==> config.mk <==
export PLATFORM = sky130hd
export DESIGN_NAME = lottery_checker_param
export DESIGN_NICKNAME = d
export VERILOG_FILES = /design/src/rtl/lottery_checker_param.sv
export SDC_FILE = /design/constraint.sdc
export NUM_CORES = 1
export LEC_CHECK = 0
export CAP_MARGIN = 20
export CORE_MARGIN = 1.5
export CORE_UTILIZATION = 30
export CTS_CLUSTER_DIAMETER = 50
export DETAILED_ROUTE_END_ITERATION = 16
export PLACE_DENSITY = 0.48
export SYNTH_ARGS = -nofsm -noshare
export SYNTH_HDL_FRONTEND = slang
export SYNTH_SLANG_ARGS = --single-unit
==> constraint.sdc <==
create_clock -name clk -period 4.64 [get_ports clk]
set_input_delay 0.696 -clock clk [delete_from_list [all_inputs] [get_ports clk]]
set_output_delay 0.696 -clock clk [all_outputs]
set_load 0.02 [all_outputs]
==> src/rtl/lottery_checker_param.sv <==
// Positional lottery ticket checker: compares digits against a fixed winning
// number, grades the ticket into a prize tier and counts winners per tier.
module lottery_checker_param #(
  parameter int N_DIGITS = 5,
  parameter int DIGIT_W = 4,
  parameter logic [N_DIGITS*DIGIT_W-1:0] WIN_NUM = 20'h47019,
  parameter int N_TIERS = 2,
  parameter int CNT_W = 5,
  localparam int PRZ_W = $clog2(N_TIERS + 1)
) (
  input  logic                       clk,
  input  logic                       reset,
  input  logic                       game_end,
  input  logic                       digit_valid,
  input  logic [DIGIT_W-1:0]         digit,
  input  logic                       ticket_end,
  output logic [PRZ_W-1:0]           prize,
  output logic                       prize_valid,
  output logic                       ticket_err,
  output logic                       busy,
  output logic [N_TIERS*CNT_W-1:0]   prize_cnt,
  output logic [N_TIERS-1:0]         cnt_sat
);

  localparam int POS_W = $clog2(N_DIGITS + 1);
  localparam logic [POS_W-1:0] POS_MAX = POS_W'(N_DIGITS);

  typedef enum logic [1:0] {
    IDLE    = 2'd0,
    COLLECT = 2'd1,
    EVAL    = 2'd2
  } state_t;

  state_t             state_q, state_d;
  logic [POS_W-1:0]   pos_q, pos_d;
  logic [POS_W-1:0]   match_q, match_d;
  logic               ovf_q, ovf_d;
  logic [PRZ_W-1:0]   prize_q, prize_d;
  logic               err_q, err_d;
  logic [CNT_W-1:0]   cnt_q [N_TIERS];

  logic [DIGIT_W-1:0] win_dig_s [2**POS_W];
  logic [POS_W-1:0]   acc_pos_s;
  logic [POS_W-1:0]   acc_match_s;
  logic               acc_ovf_s;
  logic               eval_err_s;
  logic [PRZ_W-1:0]   eval_prize_s;
  int                 tier_s;
  logic               cnt_inc_s;

  // Winning digits indexed by entry position; the MS digit is entered first.
  for (genvar g = 0; g < 2**POS_W; g++) begin : g_win
    if (g < N_DIGITS) begin : g_real
      assign win_dig_s[g] = WIN_NUM[(N_DIGITS-1-g)*DIGIT_W +: DIGIT_W];
    end else begin : g_pad
      assign win_dig_s[g] = '0;
    end
  end

  // Position/match/overflow after accepting this cycle's digit, so a digit
  // arriving together with ticket_end is graded as part of the ticket.
  always_comb begin
    acc_pos_s   = pos_q;
    acc_match_s = match_q;
    acc_ovf_s   = ovf_q;
    if (digit_valid && (state_q != EVAL)) begin
      if (pos_q == POS_MAX) begin
        acc_ovf_s = 1'b1;
      end else begin
        if (digit == win_dig_s[pos_q]) begin
          acc_match_s = match_q + POS_W'(1);
        end else begin
          acc_match_s = match_q;
        end
        acc_pos_s = pos_q + POS_W'(1);
      end
    end else begin
      acc_ovf_s = ovf_q;
    end
  end

  // Grade the accumulated ticket: tier = N_DIGITS - matches + 1 when in range.
  always_comb begin
    eval_err_s   = (acc_pos_s != POS_MAX) || acc_ovf_s;
    tier_s       = N_DIGITS - int'(acc_match_s) + 1;
    eval_prize_s = '0;
    if (!eval_err_s && (tier_s <= N_TIERS)) begin
      eval_prize_s = PRZ_W'(tier_s);
    end else begin
      eval_prize_s = '0;
    end
  end

  // Next-state logic; game_end outranks ticket_end and digit_valid everywhere.
  always_comb begin
    state_d   = state_q;
    pos_d     = pos_q;
    match_d   = match_q;
    ovf_d     = ovf_q;
    prize_d   = prize_q;
    err_d     = err_q;
    cnt_inc_s = 1'b0;
    case (state_q)
      IDLE, COLLECT: begin
        if (game_end) begin
          state_d = IDLE;
          pos_d   = '0;
          match_d = '0;
          ovf_d   = 1'b0;
          prize_d = '0;
          err_d   = 1'b0;
        end else if (ticket_end) begin
          state_d = EVAL;
          pos_d   = acc_pos_s;
          match_d = acc_match_s;
          ovf_d   = acc_ovf_s;
          prize_d = eval_prize_s;
          err_d   = eval_err_s;
        end else if (digit_valid) begin
          state_d = COLLECT;
          pos_d   = acc_pos_s;
          match_d = acc_match_s;
          ovf_d   = acc_ovf_s;
          if (state_q == IDLE) begin
            prize_d = '0;
            err_d   = 1'b0;
          end else begin
            prize_d = prize_q;
            err_d   = err_q;
          end
        end else begin
          state_d = state_q;
        end
      end
      EVAL: begin
        state_d = IDLE;
        pos_d   = '0;
        match_d = '0;
        ovf_d   = 1'b0;
        if (game_end) begin
          prize_d = '0;
          err_d   = 1'b0;
        end else begin
          cnt_inc_s = !err_q && (prize_q != '0);
        end
      end
      default: begin
        state_d = IDLE;
        pos_d   = '0;
        match_d = '0;
        ovf_d   = 1'b0;
        prize_d = '0;
        err_d   = 1'b0;
      end
    endcase
  end

  // Ticket state and result registers.
  always_ff @(posedge clk or posedge reset) begin
    if (reset) begin
      state_q <= IDLE;
      pos_q   <= '0;
      match_q <= '0;
      ovf_q   <= 1'b0;
      prize_q <= '0;
      err_q   <= 1'b0;
    end else begin
      state_q <= state_d;
      pos_q   <= pos_d;
      match_q <= match_d;
      ovf_q   <= ovf_d;
      prize_q <= prize_d;
      err_q   <= err_d;
    end
  end

  // Per-tier saturating winner counters, committed as EVAL completes.
  always_ff @(posedge clk or posedge reset) begin
    if (reset) begin
      for (int k = 0; k < N_TIERS; k++) begin
        cnt_q[k] <= '0;
      end
    end else begin
      for (int k = 0; k < N_TIERS; k++) begin
        if (cnt_inc_s && (prize_q == PRZ_W'(k + 1)) && (cnt_q[k] != {CNT_W{1'b1}})) begin
          cnt_q[k] <= cnt_q[k] + CNT_W'(1);
        end else begin
          cnt_q[k] <= cnt_q[k];
        end
      end
    end
  end

  for (genvar g = 0; g < N_TIERS; g++) begin : g_cnt
    assign prize_cnt[g*CNT_W +: CNT_W] = cnt_q[g];
    assign cnt_sat[g]                  = &cnt_q[g];
  end

  // A game_end arriving during EVAL cancels the report in that same cycle.
  assign prize_valid = (state_q == EVAL) && !game_end;
  assign prize       = prize_q;
  assign ticket_err  = err_q;
  assign busy        = (state_q == COLLECT);

endmodule

==> impl_metrics.tcl <==
set metrics [dict create \
    status "finished, final reports clean" \
    portBuffers 25 \
    clkPwrFrac 0.324 \
    switching_share 0.2462 \
    wl_per_cell_um 13.64 \
    power.net_switching_mw 0.08910 \
    end_kind "register" \
    multi_input_area_um2 782.0 \
    hp-class "reg2reg" \
    avgSynthCellArea_um2 10.06 \
    grt_overflow_total 0 \
    startpoint_type "input port" \
    synth-seq-cells 22 \
    yosys_warnings 0 \
    design_area_um2 1723 \
    synthCells 137 \
    syn-num-nets 158 \
    fin_crit_ns 3.766 \
    final.setup.tns_ns 0 \
    gp_congestion 0.8627 \
    relSlewSlack 0.4380 \
    ys_seq_area_frac 0.3996 \
    slew_violations 0 \
    rsz0062_at_grt "false" \
    initial_utilization 0.3142 \
    crit_start "digit[1]" \
    die_x_um 70.77 \
    crit_arrival_ns 3.90 \
    die_height_um 70.77 \
    ff2ff_setup_slack_ns 1.27 \
    diodes 0 \
    synth_flop_cell "dfrtp_1" \
    leakage_nw 0.7969 \
    post_cts_buffers 0 \
    nets 185 \
    hpwl_mm 2.199 \
    async_flop_share 1.000 \
    fmax_ghz 0.2655 \
    cp_cell_sequence "clkdlybuf4s50_1 -> or4b_1 -> o22a_1 -> a221oi_4 -> mux2i_1 -> inv_1 -> ha_1 -> o32ai_1 -> a31oi_1 -> o211ai_1 -> o31ai_1" \
    cts_resized 0 \
    die_area_um2 5008 \
    grt_usage 0.1171 \
    period_share 0.8117 \
    cts_buffer_depth 2 \
    dp_worst_setup_slack_ns 0.6094 \
    postRouteAntennaNets 0 \
    row_count 24 \
    antenna_found_initial 0 \
    drc 0 \
    p_int_mw 0.2728 \
    hold_viol_final 0 \
    p_comb_frac 0.127 \
    synth-edff-count 0 \
    drive_above_1_share 0.08025 \
    seq_area_um2 550.5 \
    dr_total_vias 1115 \
    cp_top_family "compound AO/OA/AOI/OAI gates" \
    num-fill-cells 450 \
    drtIter0Drc 46 \
    clkLatencyLatePin_ns 0.26 \
    path_buf_inv 2 \
    place_area_um2 1682 \
    finalWirelength_mm 2.919 \
    core-area_um2 4384 \
    hold_buffers 0 \
    vias_per_cell 5.210 \
    worstSetupPathType "in2reg" \
    root_buffer "clkbuf_8" \
    clk_pin_slew_ns 0.08 \
    reg2reg_depth 10 \
    clock-sinks 22 \
    cts_buffers 3 \
    p_per_area_nw_per_um2 210.1 \
    crit_end "prize[0]$_DFFE_PP0P_" \
    final_cell_mix "clkdlybuf4s50_1, dfrtp_1, ha_1, nor2_1, nand2_1" \
    cts_tree "yes" \
    worst_slack_ns 0.8736 \
    cp.depth 11 \
    syn2layout_area_growth_pct 25.07 \
    cts_htree_levels 1 \
    ys_types 36 \
    io_pins 26 \
    grt_pass1_wl_mm 4.712 \
    max_cap_violations 0 \
    firstDrtPassIters 4 \
    cp.required_ns 4.78 \
    crit_fanout 4 \
    skew_ns 0.004736 \
    grt_max_degree 23 \
    netlist_area_um2 1378 \
    power_frac_seq 0.549 \
    r2r_start "pos_q[2]$_DFFE_PP0P_" \
    layout_commonest_cell "clkdlybuf4s50_1" \
    cp_slowest_stage_delay_ns 0.51 \
    irDropWorstVdd_mv 0.09552 \
    crit_path_top_delay_cell "or4b_1" \
    grt_pass1_vias 1036 \
    setup_viol 0 \
    r2r-end "prize[0]$_DFFE_PP0P_" \
    tightestPinTransition_ns 0.8421 \
]
==> flip-flops by register name, summed over array words and instances (netlist names) <==
signal,cells
match_q,3
ovf_q,1
pos_q,3
prize,2
prize_cnt,10
state_q,2
ticket_err,1
==> stage by stage <==
| step | instances | utilization | power [mW] | hold WS (ns) |
|---|---|---|---|---|
| floorplan | 137 | - | 0.2315 | 0.4530 |
| global placement | 211 | 0.3836 | 0.2490 | 0.4707 |
| detailed placement | 211 | 0.3836 | 0.2496 | 0.4768 |
| CTS | 214 | 0.3930 | 0.3718 | 0.4952 |
| global route | 214 | 0.3930 | 0.3827 | 0.5184 |
| finish | 214 | 0.3930 | 0.3619 | 0.4937 |
==> cells in the mapped netlist (4+ instances only) <==
cell     count  area (um2)
a21oi_1      4       20.02
and3_1       4       25.02
dfrtp_1     22       550.5
ha_1        12       150.1
inv_1        9       33.78
mux2_2       4       45.04
nand2_1     11       41.29
nand3_1      5       25.02
nor2_1      11       41.29
o21ai_0      5       25.02
xnor2_1      8       70.07
==> power by group through the flow <==
stage / sequential [mW] / clock [mW] / combinational [mW]
final: 0.199 / 0.117 / 0.0460
after global routing: 0.199 / 0.132 / 0.0515
after CTS: 0.199 / 0.126 / 0.0473
after detailed placement: 0.203 / 0 / 0.0470
after global placement: 0.202 / 0 / 0.0466
after floorplan: 0.202 / 0 / 0.0293
==> worst min path at each step <==
stage                                   startpoint                       end  slack (ns)  cells after the start
after floorplan                  ovf_q$_DFFE_PP0P_         ovf_q$_DFFE_PP0P_        0.45                      2
after global placement           ovf_q$_DFFE_PP0P_         ovf_q$_DFFE_PP0P_        0.47                      2
after detailed placement         ovf_q$_DFFE_PP0P_         ovf_q$_DFFE_PP0P_        0.48                      2
after CTS                        ovf_q$_DFFE_PP0P_         ovf_q$_DFFE_PP0P_        0.50                      2
after global routing      prize_cnt[3]$_DFFE_PP0P_  prize_cnt[3]$_DFFE_PP0P_        0.52                      1
final                            ovf_q$_DFFE_PP0P_         ovf_q$_DFFE_PP0P_        0.49                      2
==> cells by family (layout without fill, tap and decap cells) <==
group                      count (synthesis)  count (layout)  share of synthesized area
AOI/OAI and AO/OA                         22              22                     0.1299
DFF                                       22              22                     0.3996
muxes                                      7               7                    0.05449
xor gates and xnor gates                  11              11                    0.06994
buffers and inverters                     12              37                    0.03270
and+or+nand+nor                           51              51                     0.2044
adders and majority gates                 12              12                     0.1090
==> layout make-up <==
type | count | area share
clock buffer | 3 | 0.02397
inverter | 9 | 0.01961
multi-input combinational | 103 | 0.4539
sequential | 22 | 0.3195
tap | 52 | 0.03776
timing repair buffer | 25 | 0.1452
==> metal layers <==
metal  track usage  wire [um]
met1        0.1514       1353
met2        0.1890       1372
met3       0.02564        153
met4       0.05031         40
met5             0          0
==> tightest hold or removal path, stage by stage (launching register included) <==
cell and delay (ns):
dfrtp_1 0.33, a41oi_1 0.05, nor2_1 0.08
No activity file was read; power rests on OpenSTA's default activity.
==> RTL change: new RTL, same settings <==
Set the parameter `CNT_W` to 10 (it was 5).
--- a/src/rtl/lottery_checker_param.sv
+++ b/src/rtl/lottery_checker_param.sv
@@ -5,7 +5,7 @@
   parameter int DIGIT_W = 4,
   parameter logic [N_DIGITS*DIGIT_W-1:0] WIN_NUM = 20'h47019,
   parameter int N_TIERS = 2,
-  parameter int CNT_W = 5,
+  parameter int CNT_W = 10,
   localparam int PRZ_W = $clog2(N_TIERS + 1)
 ) (
   input  logic                       clk,
Interface: changed (resized prize_cnt); port bits go from 26 to 36. No check against the original RTL was run, so the function may have changed too.
==> RTL change against the unedited design <==
First-iteration DRC count increased by 13%; sequential cell count increased by 10; cell area up 33%; utilization up 1.4 points; area after synthesis up 29%; setup slack gained 330 ps; power rose by 49%; critical path depth grew 1; non-clock buffer count increased by 11; wire length increased by 34%; largest cell class unchanged.
==> RTL change: results (changes against the unedited design) <==
worst vdd ir=0.131 mV (+37%); worst slack at placement=915 ps (+306 ps); ANT cells=0 (unchanged); Reg2Reg Depth=14 (+4); Netlist cell types=43 (+19%); Synth Flop Type=dfrtp_1; Least-Margin Pin Slew=417 ps (-425 ps); antenna violations before repair=0 (unchanged); yosys warns=0 (unchanged); synth top area cells=dfrtp_1, xnor2_1, ha_1; # H-tree levels=2 (+1); worst-case clock skew=3.14 ps (-1.60 ps); Reg2Reg Launch Point=pos_q[0]$_DFFE_PP0P_; Nets=227 (+23%); hold crit path type=register to register; vias per cell=4.83 (-7.3%); Clock Tree Buf Depth=2 (unchanged); largest net degree at the start of global routing=33 (+43%); CP arrival=3640 ps (-260 ps); CTS Buf Count=5 (+2); Seq/Total Area, Yosys=45.1% (+5.2 points); TritonRoute pass-1 iters=4 (unchanged); ys async rst share=100% (unchanged); Post-CTS Setup Inserts=0 (unchanged); run status=finished clean; Fin Hold WS=497 ps (+3.18 ps); share of cells above drive strength 1=10.1% (+2.1 points); Worst Hold Depth=1 (-1); CTS clk-pin slew, worst paths=60 ps (-20 ps); routability cong.=0.785 (-9.0%); max FFs per register=20 (+10); IO Port Bufs=35 (+40%); LEAKAGE=1.04 nW (+31%); CP max-delay cell=clkdlybuf4s50_1; Fill cells=583 (+30%); Crit Reg-Reg Endpoint=prize[1]$_DFFE_PP0P_; first-pass GRT wire length=6420 um (+36%); total global-route track usage=13.1% (+1.4 points); Post-CTS Resized=0 (unchanged); Root Driver=clkbuf_8; initial drt markers=52 (+13%); Worst-Skew Late Latency=280 ps (+20 ps); vias in the first global route=1358 (+31%); Routed WL per cell=14.0 um (+2.5%); critical-path maximum fanout=6 (+2); Commonest cells post-synth=dfrtp_1, nor2_1, xnor2_1; HP Start=prize_cnt[19]$_DFFE_PP0P_; post-synthesis net count=186 (+18%); detailed placement HPWL=2970 um (+35%); Reg2Reg Setup Slack=1390 ps (+120 ps); worst hold endpoint=prize_cnt[19]$_DFFE_PP0P_; slowest stage delay, CP=640 ps (+130 ps)
==> RTL change: changes by cell type after synthesis, moves of 3 or more <==
cell and change:
nand3_1 +3, nand2_1 -3, xnor2_1 +8, dfrtp_1 +10, nand4_1 +3, or3_1 -3
xor2_1 +5, nor2_1 +5
==> RTL change: routing by layer <==
metal / share of wire, % / vias to the layer above / global-route usage [%] / wire length [um]
met5: 0 / - / 0 / 0
met4: 2.0 / 0 / 5.69 / 77
met3: 3.6 / 10 / 3.66 / 139
met2: 47 / 24 / 20.3 / 1820
met1: 48 / 656 / 16.9 / 1880
li1: - / 662 / - / -
==> RTL change: how the worst max path moves through the flow <==
stage	from	endpoint	slack, ps
2_1_floorplan	pos_q[0]$_DFFE_PP0P_	prize[1]$_DFFE_PP0P_	1770
3_3_place_gp	digit_valid	prize[1]$_DFFE_PP0P_	1120
6_report	digit_valid	prize[1]$_DFFE_PP0P_	1200
5_1_grt	digit_valid	prize[1]$_DFFE_PP0P_	1010
3_5_place_dp	digit_valid	prize[1]$_DFFE_PP0P_	920
4_1_cts	digit_valid	prize[1]$_DFFE_PP0P_	1230
==> RTL change: cell type report <==
class | count | area (um2) | area share, %
clock buffers | 6 | 72.6 | 3.18
clock inverters | 1 | 5.00 | 0.219
inverters | 9 | 33.8 | 1.48
multi-input cells | 124 | 925 | 40.5
flip-flops and latches | 32 | 801 | 35.0
well taps | 72 | 90.1 | 3.94
repair buffers | 36 | 358 | 15.7
==> RTL change: cell families after synthesis <==
| kind of cell | after synthesis | synth area share [%] |
|---|---|---|
| muxes | 6 | 3.60 |
| DFF | 32 | 45.1 |
| adders and majority gates | 10 | 7.05 |
| and+or+nand+nor | 65 | 21.6 |
| xor gates and xnor gates | 24 | 11.8 |
| AOI/OAI and AO/OA | 19 | 8.04 |
| buffers and inverters | 11 | 2.75 |
==> RTL change: stage by stage <==
stage               std cells  util, %  area (um2)
floorplan                 167        -        1770
global placement          273     39.4        2210
detailed placement        273     39.4        2210
CTS                       280     40.7        2280
global route              280     40.7        2280
finish                    280     40.7        2280
==> RTL change: critical path, delay by kind of cell <==
| family | cells | cell delay (ps) |
|---|---|---|
| and+or+nand+nor | 4 | 960 |
| adders and majority gates | 1 | 280 |
| xor gates and xnor gates | 1 | 160 |
| buffers and inverters | 2 | 760 |
| AOI/OAI and AO/OA | 4 | 770 |
==> RTL change: report_power, final <==
group,switching [mW],total [mW],internal (mW)
clock network,0.0970,0.199,0.102
logic,0.0309,0.0535,0.0226
registers,0.00422,0.286,0.282
total,0.132,0.538,0.406
